File: src/rtl/nfifo_wr_arbiter_if.sv
// Write-side bundle between the requesters, the arbiter and the shared FIFO.
// The slave modport is the arbiter's view; the master modport is the view of
// whatever drives requests and reports FIFO status (requesters plus FIFO taps).
interface nfifo_wr_arbiter_if #(
  parameter int NUM_REQ = 4,
  parameter int WIDTH   = 8,
  parameter int DEPTH   = 8,
  parameter int CNT_W   = $clog2(DEPTH + 1),
  parameter int GNT_W   = $clog2(NUM_REQ)
);

  logic [NUM_REQ-1:0]       req_valid_i;
  logic [NUM_REQ*WIDTH-1:0] req_data_i;
  logic [NUM_REQ-1:0]       req_last_i;
  logic [NUM_REQ-1:0]       req_ready_o;
  logic                     fifo_write_o;
  logic [WIDTH-1:0]         fifo_data_o;
  logic                     fifo_read_i;
  logic                     fifo_empty_i;
  logic [CNT_W-1:0]         occupancy_o;
  logic                     full_o;
  logic [GNT_W-1:0]         grant_o;

  modport slave (
    input  req_valid_i, req_data_i, req_last_i, fifo_read_i, fifo_empty_i,
    output req_ready_o, fifo_write_o, fifo_data_o, occupancy_o, full_o, grant_o
  );

  modport master (
    output req_valid_i, req_data_i, req_last_i, fifo_read_i, fifo_empty_i,
    input  req_ready_o, fifo_write_o, fifo_data_o, occupancy_o, full_o, grant_o
  );

endinterface

File: src/rtl/nfifo_wr_arbiter.sv
// Round-robin write arbiter with packet locking in front of a shared nfifo.
// Keeps its own count of reserved/held FIFO entries (the FIFO only exports
// empty) and withholds ready so the FIFO can never overflow. Accepted beats
// reach the FIFO through a one-cycle registered output stage.
module nfifo_wr_arbiter #(
  parameter int NUM_REQ = 4,
  parameter int WIDTH   = 8,
  parameter int DEPTH   = 8,
  parameter int CNT_W   = $clog2(DEPTH + 1)
) (
  input  logic              clk_i,
  input  logic              rstn_i,
  nfifo_wr_arbiter_if.slave bus
);

  localparam int GNT_W = $clog2(NUM_REQ);

  typedef enum logic {
    IDLE   = 1'b0,
    LOCKED = 1'b1
  } state_t;

  state_t           state_q, state_d;
  logic [GNT_W-1:0] owner_q, owner_d;
  logic [GNT_W-1:0] rrPtr_q, rrPtr_d;
  logic [GNT_W-1:0] grant_q, grant_d;
  logic [CNT_W-1:0] occ_q, occ_d;
  logic             full_q, full_d;
  logic             write_q, write_d;
  logic [WIDTH-1:0] data_q, data_d;

  logic [GNT_W-1:0]   cand;
  logic               hit;
  logic               space;
  logic [NUM_REQ-1:0] readyVec;
  logic               accept;
  logic [WIDTH-1:0]   beatData;
  logic               beatLast;
  logic               dec;

  // Pick the candidate: the lock owner, or the first valid requester after rrPtr.
  always_comb begin
    cand = '0;
    hit  = 1'b0;
    if (state_q == LOCKED) begin
      cand = owner_q;
      for (int i = 0; i < NUM_REQ; i++) begin
        if (owner_q == GNT_W'(i)) hit = bus.req_valid_i[i];
      end
    end else begin
      for (int i = 0; i < NUM_REQ; i++) begin
        if (!hit && bus.req_valid_i[i] && (GNT_W'(i) > rrPtr_q)) begin
          hit  = 1'b1;
          cand = GNT_W'(i);
        end
      end
      for (int i = 0; i < NUM_REQ; i++) begin
        if (!hit && bus.req_valid_i[i] && (GNT_W'(i) <= rrPtr_q)) begin
          hit  = 1'b1;
          cand = GNT_W'(i);
        end
      end
    end
  end

  // Ready to the candidate only when a FIFO entry is free and not in reset; mux its beat.
  always_comb begin
    space    = (occ_q < CNT_W'(DEPTH));
    readyVec = '0;
    beatData = '0;
    beatLast = 1'b0;
    for (int i = 0; i < NUM_REQ; i++) begin
      if (cand == GNT_W'(i)) begin
        readyVec[i] = rstn_i && hit && space;
        beatData    = bus.req_data_i[i*WIDTH +: WIDTH];
        beatLast    = bus.req_last_i[i];
      end
    end
    accept = |readyVec;
  end

  // Next-state for the lock FSM, the output stage and the occupancy counter.
  always_comb begin
    state_d = state_q;
    owner_d = owner_q;
    rrPtr_d = rrPtr_q;
    grant_d = grant_q;
    write_d = accept;
    data_d  = accept ? beatData : data_q;
    if (accept) begin
      grant_d = cand;
      if (beatLast) begin
        state_d = IDLE;
        rrPtr_d = cand;
      end else begin
        state_d = LOCKED;
        owner_d = cand;
      end
    end
    dec    = bus.fifo_read_i && !bus.fifo_empty_i && (occ_q != '0);
    occ_d  = occ_q + CNT_W'(accept) - CNT_W'(dec);
    full_d = (occ_d == CNT_W'(DEPTH));
  end

  // Register all state and outputs; reset drops any lock and any pending beat.
  always_ff @(posedge clk_i) begin
    if (!rstn_i) begin
      state_q <= IDLE;
      owner_q <= '0;
      rrPtr_q <= GNT_W'(NUM_REQ - 1);
      grant_q <= '0;
      occ_q   <= '0;
      full_q  <= 1'b0;
      write_q <= 1'b0;
      data_q  <= '0;
    end else begin
      state_q <= state_d;
      owner_q <= owner_d;
      rrPtr_q <= rrPtr_d;
      grant_q <= grant_d;
      occ_q   <= occ_d;
      full_q  <= full_d;
      write_q <= write_d;
      data_q  <= data_d;
    end
  end

  assign bus.req_ready_o  = readyVec;
  assign bus.fifo_write_o = write_q;
  assign bus.fifo_data_o  = data_q;
  assign bus.occupancy_o  = occ_q;
  assign bus.full_o       = full_q;
  assign bus.grant_o      = grant_q;

endmodule

File: src/flat_wrapper.sv
// flat-port wrapper written by rule: the top's interface ports become plain ports
module nfifo_wr_arbiter_flat 
#(
  parameter int NUM_REQ = 4,
  parameter int WIDTH   = 8,
  parameter int DEPTH   = 8,
  parameter int CNT_W   = $clog2(DEPTH + 1)
)
  (clk_i, rstn_i, bus_req_valid_i, bus_req_data_i, bus_req_last_i, bus_fifo_read_i, bus_fifo_empty_i, bus_req_ready_o, bus_fifo_write_o, bus_fifo_data_o, bus_occupancy_o, bus_full_o, bus_grant_o);
  nfifo_wr_arbiter_if #(.NUM_REQ(NUM_REQ), .WIDTH(WIDTH), .DEPTH(DEPTH), .CNT_W(CNT_W)) bus_i ();
  input  logic clk_i;
  input  logic rstn_i;
  input wire logic [$bits(bus_i.req_valid_i)-1:0] bus_req_valid_i;
  input wire logic [$bits(bus_i.req_data_i)-1:0] bus_req_data_i;
  input wire logic [$bits(bus_i.req_last_i)-1:0] bus_req_last_i;
  input wire logic [$bits(bus_i.fifo_read_i)-1:0] bus_fifo_read_i;
  input wire logic [$bits(bus_i.fifo_empty_i)-1:0] bus_fifo_empty_i;
  output wire logic [$bits(bus_i.req_ready_o)-1:0] bus_req_ready_o;
  output wire logic [$bits(bus_i.fifo_write_o)-1:0] bus_fifo_write_o;
  output wire logic [$bits(bus_i.fifo_data_o)-1:0] bus_fifo_data_o;
  output wire logic [$bits(bus_i.occupancy_o)-1:0] bus_occupancy_o;
  output wire logic [$bits(bus_i.full_o)-1:0] bus_full_o;
  output wire logic [$bits(bus_i.grant_o)-1:0] bus_grant_o;
  assign bus_i.req_valid_i = bus_req_valid_i;
  assign bus_i.req_data_i = bus_req_data_i;
  assign bus_i.req_last_i = bus_req_last_i;
  assign bus_i.fifo_read_i = bus_fifo_read_i;
  assign bus_i.fifo_empty_i = bus_fifo_empty_i;
  assign bus_req_ready_o = bus_i.req_ready_o;
  assign bus_fifo_write_o = bus_i.fifo_write_o;
  assign bus_fifo_data_o = bus_i.fifo_data_o;
  assign bus_occupancy_o = bus_i.occupancy_o;
  assign bus_full_o = bus_i.full_o;
  assign bus_grant_o = bus_i.grant_o;
  nfifo_wr_arbiter #(.NUM_REQ(NUM_REQ), .WIDTH(WIDTH), .DEPTH(DEPTH), .CNT_W(CNT_W)) u_core (.clk_i(clk_i), .rstn_i(rstn_i), .bus(bus_i));
endmodule
File: config.mk
export PLATFORM = sky130hd
export DESIGN_NAME = nfifo_wr_arbiter_flat
export DESIGN_NICKNAME = d
export VERILOG_FILES = /design/src/rtl/nfifo_wr_arbiter_if.sv /design/src/rtl/nfifo_wr_arbiter.sv /design/src/flat_wrapper.sv
export SDC_FILE = /design/constraint.sdc
export NUM_CORES = 1
export LEC_CHECK = 0
export ABC_AREA = 1
export CAP_MARGIN = 10
export CORE_AREA = 5 5 57 59
export DETAILED_ROUTE_END_ITERATION = 7
export DIE_AREA = 0 0 62 64
export DONT_BUFFER_PORTS = 1
export GPL_TIMING_DRIVEN = 0
export PLACE_DENSITY = 0.8
export SYNTH_ARGS = -nofsm -noshare
export SYNTH_HDL_FRONTEND = slang
export SYNTH_SLANG_ARGS = --single-unit
File: constraint.sdc
create_clock -name clk_i -period 2.15 [get_ports clk_i]
set_input_delay 0.1075 -clock clk_i [delete_from_list [all_inputs] [get_ports clk_i]]
set_output_delay 0.1075 -clock clk_i [all_outputs]
set_load 0.005 [all_outputs]
==> qor.csv <==
stage,metric,value,unit
global_routing,overflow,0,
clocking,cts_tree,yes,
floorplanning,fp.dieH,64,um
floorplanning,die_w,62,um
drt,vias,1445,
clocking,clk_pin_slew,0.13,ns
floorplanning,io_pins,64,
finish,drive_above_1_share,0.254,
synthesis,ys_types,27,
drt,drt_iter0_drc,89,
synthesis,async_flop_share,0,
critical_path,r2r-start,u_core.bus.occupancy_o[2],
clocking,cts_made_buffers,3,
finish,fillers,235,
finish,nNetsFinal,291,
pwr,clkPwrFrac,0.074,
clocking,insertion_delay,0.31,ns
synthesis,synth_enable_flop_cells,0,
synthesis,syn_nets,268,
finish,final_common_cell,nand2_1,
clocking,cts_sinks,21,
timing,hold_viol,0,
drt,routed_via_density,5.33,
finish,fin_cells,271,
finish,area_growth,22.9,%
synthesis,synth_cells,218,
synthesis,ys_ff_latch,21,
global_routing,grt_first_pass_wirelength,5910,um
placement,dpl.hpwl,2670,um
finish,final_cell_mix,"nand2_1, inv_1, nor2_1, dfxtp_1, nand3_1",
timing,setup_violations,0,
critical_path,reg2reg_depth,11,
timing,worst_pin_slew,0.450,ns
pwr,irDropWorstVdd,1.03,mV
synthesis,ys.flop_type,dfxtp_1,
critical_path,start_kind,flop,
drt,wirelength,3650,um
pwr,p_switching,1410,uW
critical_path,cp-startpoint,u_core.bus.occupancy_o[2],
timing,rsz0062_at_grt,yes,
global_routing,grt_max_degree,14,
status,status,completed,
clocking,root_buffer,clkbuf_4,
finish,seq_area,432,um^2
worst_hold_path,hp-start,bus_req_data_i[31],
pwr,p_per_area,1580,nW/um^2
global_routing,grt_pass1_vias,1365,
synthesis,yosysSeqAreaShare,0.297,
placement,gp_congestion,0.857,
timing,finClkSkew,0.00216,ns
pwr,combPwrFrac,0.671,
drt,drc,0,
floorplanning,rows,19,
worst_hold_path,holdCritPathClass,in -> reg,
drt,wl_per_cell,13.5,um
critical_path,cp-end-kind,flop,
clocking,clockBufferDepth,2,
finish,diodes,0,
pwr,pwr-share-seq,0.255,
drt,firstDrtPassIters,4,
drt,final_antenna_net_count,0,
pwr,p_leak,0.000849,uW
floorplanning,dieArea,3970,um^2
finish,multi_input_area,936,um^2
placement,portBuffers,0,
timing,relSlewSlack,0.700,
timing,final.min_clock_period,2.15,ns
critical_path,critical_path.max_fanout,2,
critical_path,r2r_setup_slack,0.001,ns
global_routing,antenna_found_initial,0,
placement,dp.cells,249,
floorplanning,start_util,0.532,
synthesis,syn_area,1420,um^2
critical_path,required,2.38,ns
timing,fin_crit_sh,0.999,
clocking,htreeDepth,1,
pwr,intPower,1350,uW
floorplanning,coreArea,2660,um^2
pwr,power,2760,uW
global_routing,gr-usage-all-layers,0.194,
synthesis,synth_area_per_cell,6.50,um^2
run,cap_viol_max_count,0,
timing,timing.fmax,0.465,GHz
critical_path,crit_path_end,u_core.bus.full_o,
timing,final_max_slew_viol_count,0,
synthesis,yosys_warnings,0,
pwr,p_sw_frac,0.512,
critical_path,cp.arrival,2.38,ns
critical_path,worstSetupPathType,reg -> reg,
critical_path,r2r-end,u_core.bus.full_o,
## cells in the mapped netlist, types with 2 or more instances
library cell  count  area (um^2)
nand2_1          75          282
nand2_2           5         31.3
nand4_1           9         56.3
nor2_2            2         12.5
nor3_1            3         15.0
nand3_1          14         70.1
nand3_2           4         40.0
dfxtp_1          21          420
inv_1            29          109
inv_2             3         11.3
o21ai_0           2         10.0
nor2_1           18         67.6
buf_2             2         10.0
ha_1              5         62.6
nor2_4            4         45.0
a21oi_1          10         50.1
nand2_4           2         22.5
## how the worst min path moves through the flow
stage	end	slack [ns]	cells after the start
2_1_floorplan	u_core.bus.occupancy_o[3]	0.24	2
3_3_place_gp	u_core.bus.occupancy_o[3]	0.25	2
3_5_place_dp	u_core.bus.occupancy_o[3]	0.25	2
4_1_cts	u_core.bus.fifo_data_o[7]	0.0007	4
5_1_grt	u_core.bus.fifo_data_o[7]	0.006	4
6_report	u_core.bus.fifo_data_o[7]	0.005	4
## critical path: stages (launching register included)
cell and delay (ns):
dfxtp_2 0.37, inv_2 0.06, ha_4 0.15, a311oi_2 0.21, ha_1 0.27, inv_1 0.06, ha_2 0.18, inv_2 0.04
fa_2 0.35, xnor2_2 0.18, nor2_1 0.06, and3_1 0.15
## final cells by class
class | instances | share of cell area
timing repair buffer | 18 | 0.0919
inverter | 32 | 0.0689
clock buffer | 3 | 0.0129
multi-input combinational | 162 | 0.537
sequential | 21 | 0.248
buffer | 3 | 0.0151
tap | 31 | 0.0223
clock inverter | 1 | 0.00431
## logic make-up after synthesis
family / synth area share
flip-flops: 0.297
AO/OA/AOI/OAI: 0.0715
adder cells (fa/ha/maj): 0.0583
buffers and inverters: 0.0944
XOR/XNOR: 0.00618
AND/OR/NAND/NOR: 0.473
## registers in the layout, summed over array words and instances, names as in the netlist
| register | cells |
|---|---|
| u_core.bus.fifo_data_o | 8 |
| u_core.bus.fifo_write_o | 1 |
| u_core.bus.occupancy_o | 4 |
| u_core.bus.full_o | 1 |
| u_core.rrPtr_q | 2 |
| u_core.state_q | 1 |
| u_core.owner_q | 2 |
| u_core.bus.grant_o | 2 |
## power by group through the flow
stage          clock network (uW)  registers (uW)  logic, uW
2_1_floorplan                   0             653       1340
3_3_place_gp                    0             691       1580
3_5_place_dp                    0             692       1610
4_1_cts                       209             697       1750
5_1_grt                       230             730       2090
6_report                      204             704       1850
## metrics by stage
stage / TNS [ns] / util / hold WS [ns] / area, um^2 / worst slack [ns]
after floorplan: 0 / - / 0.236 / 1430 / 0.0341
after global placement: -0.159 / 0.550 / 0.245 / 1470 / -0.151
after detailed placement: -0.154 / 0.550 / 0.249 / 1470 / -0.139
after CTS: -0.0418 / 0.624 / 0.000709 / 1660 / -0.0243
after global routing: -0.241 / 0.655 / 0.00561 / 1740 / -0.127
final: 0 / 0.655 / 0.00528 / 1740 / 0.00110
## per-layer routing
| layer | share of wire | global-route usage |
|---|---|---|
| met5 | 0 | 0 |
| met4 | 0.018 | 0.0743 |
| met3 | 0.11 | 0.0624 |
| met2 | 0.44 | 0.304 |
| met1 | 0.43 | 0.242 |
## repair_timing
action | in CTS | in global routing
cloned | 0 | 0
hold buffers | 9 | 1
hold endpoints to repair | 10 | 1
pin swaps | 8 | 9
resized for setup | 16 | 14
setup endpoints to repair | 3 | 7
setup buffers | 4 | 4
Note: power is estimated with default switching activity, not from simulation.
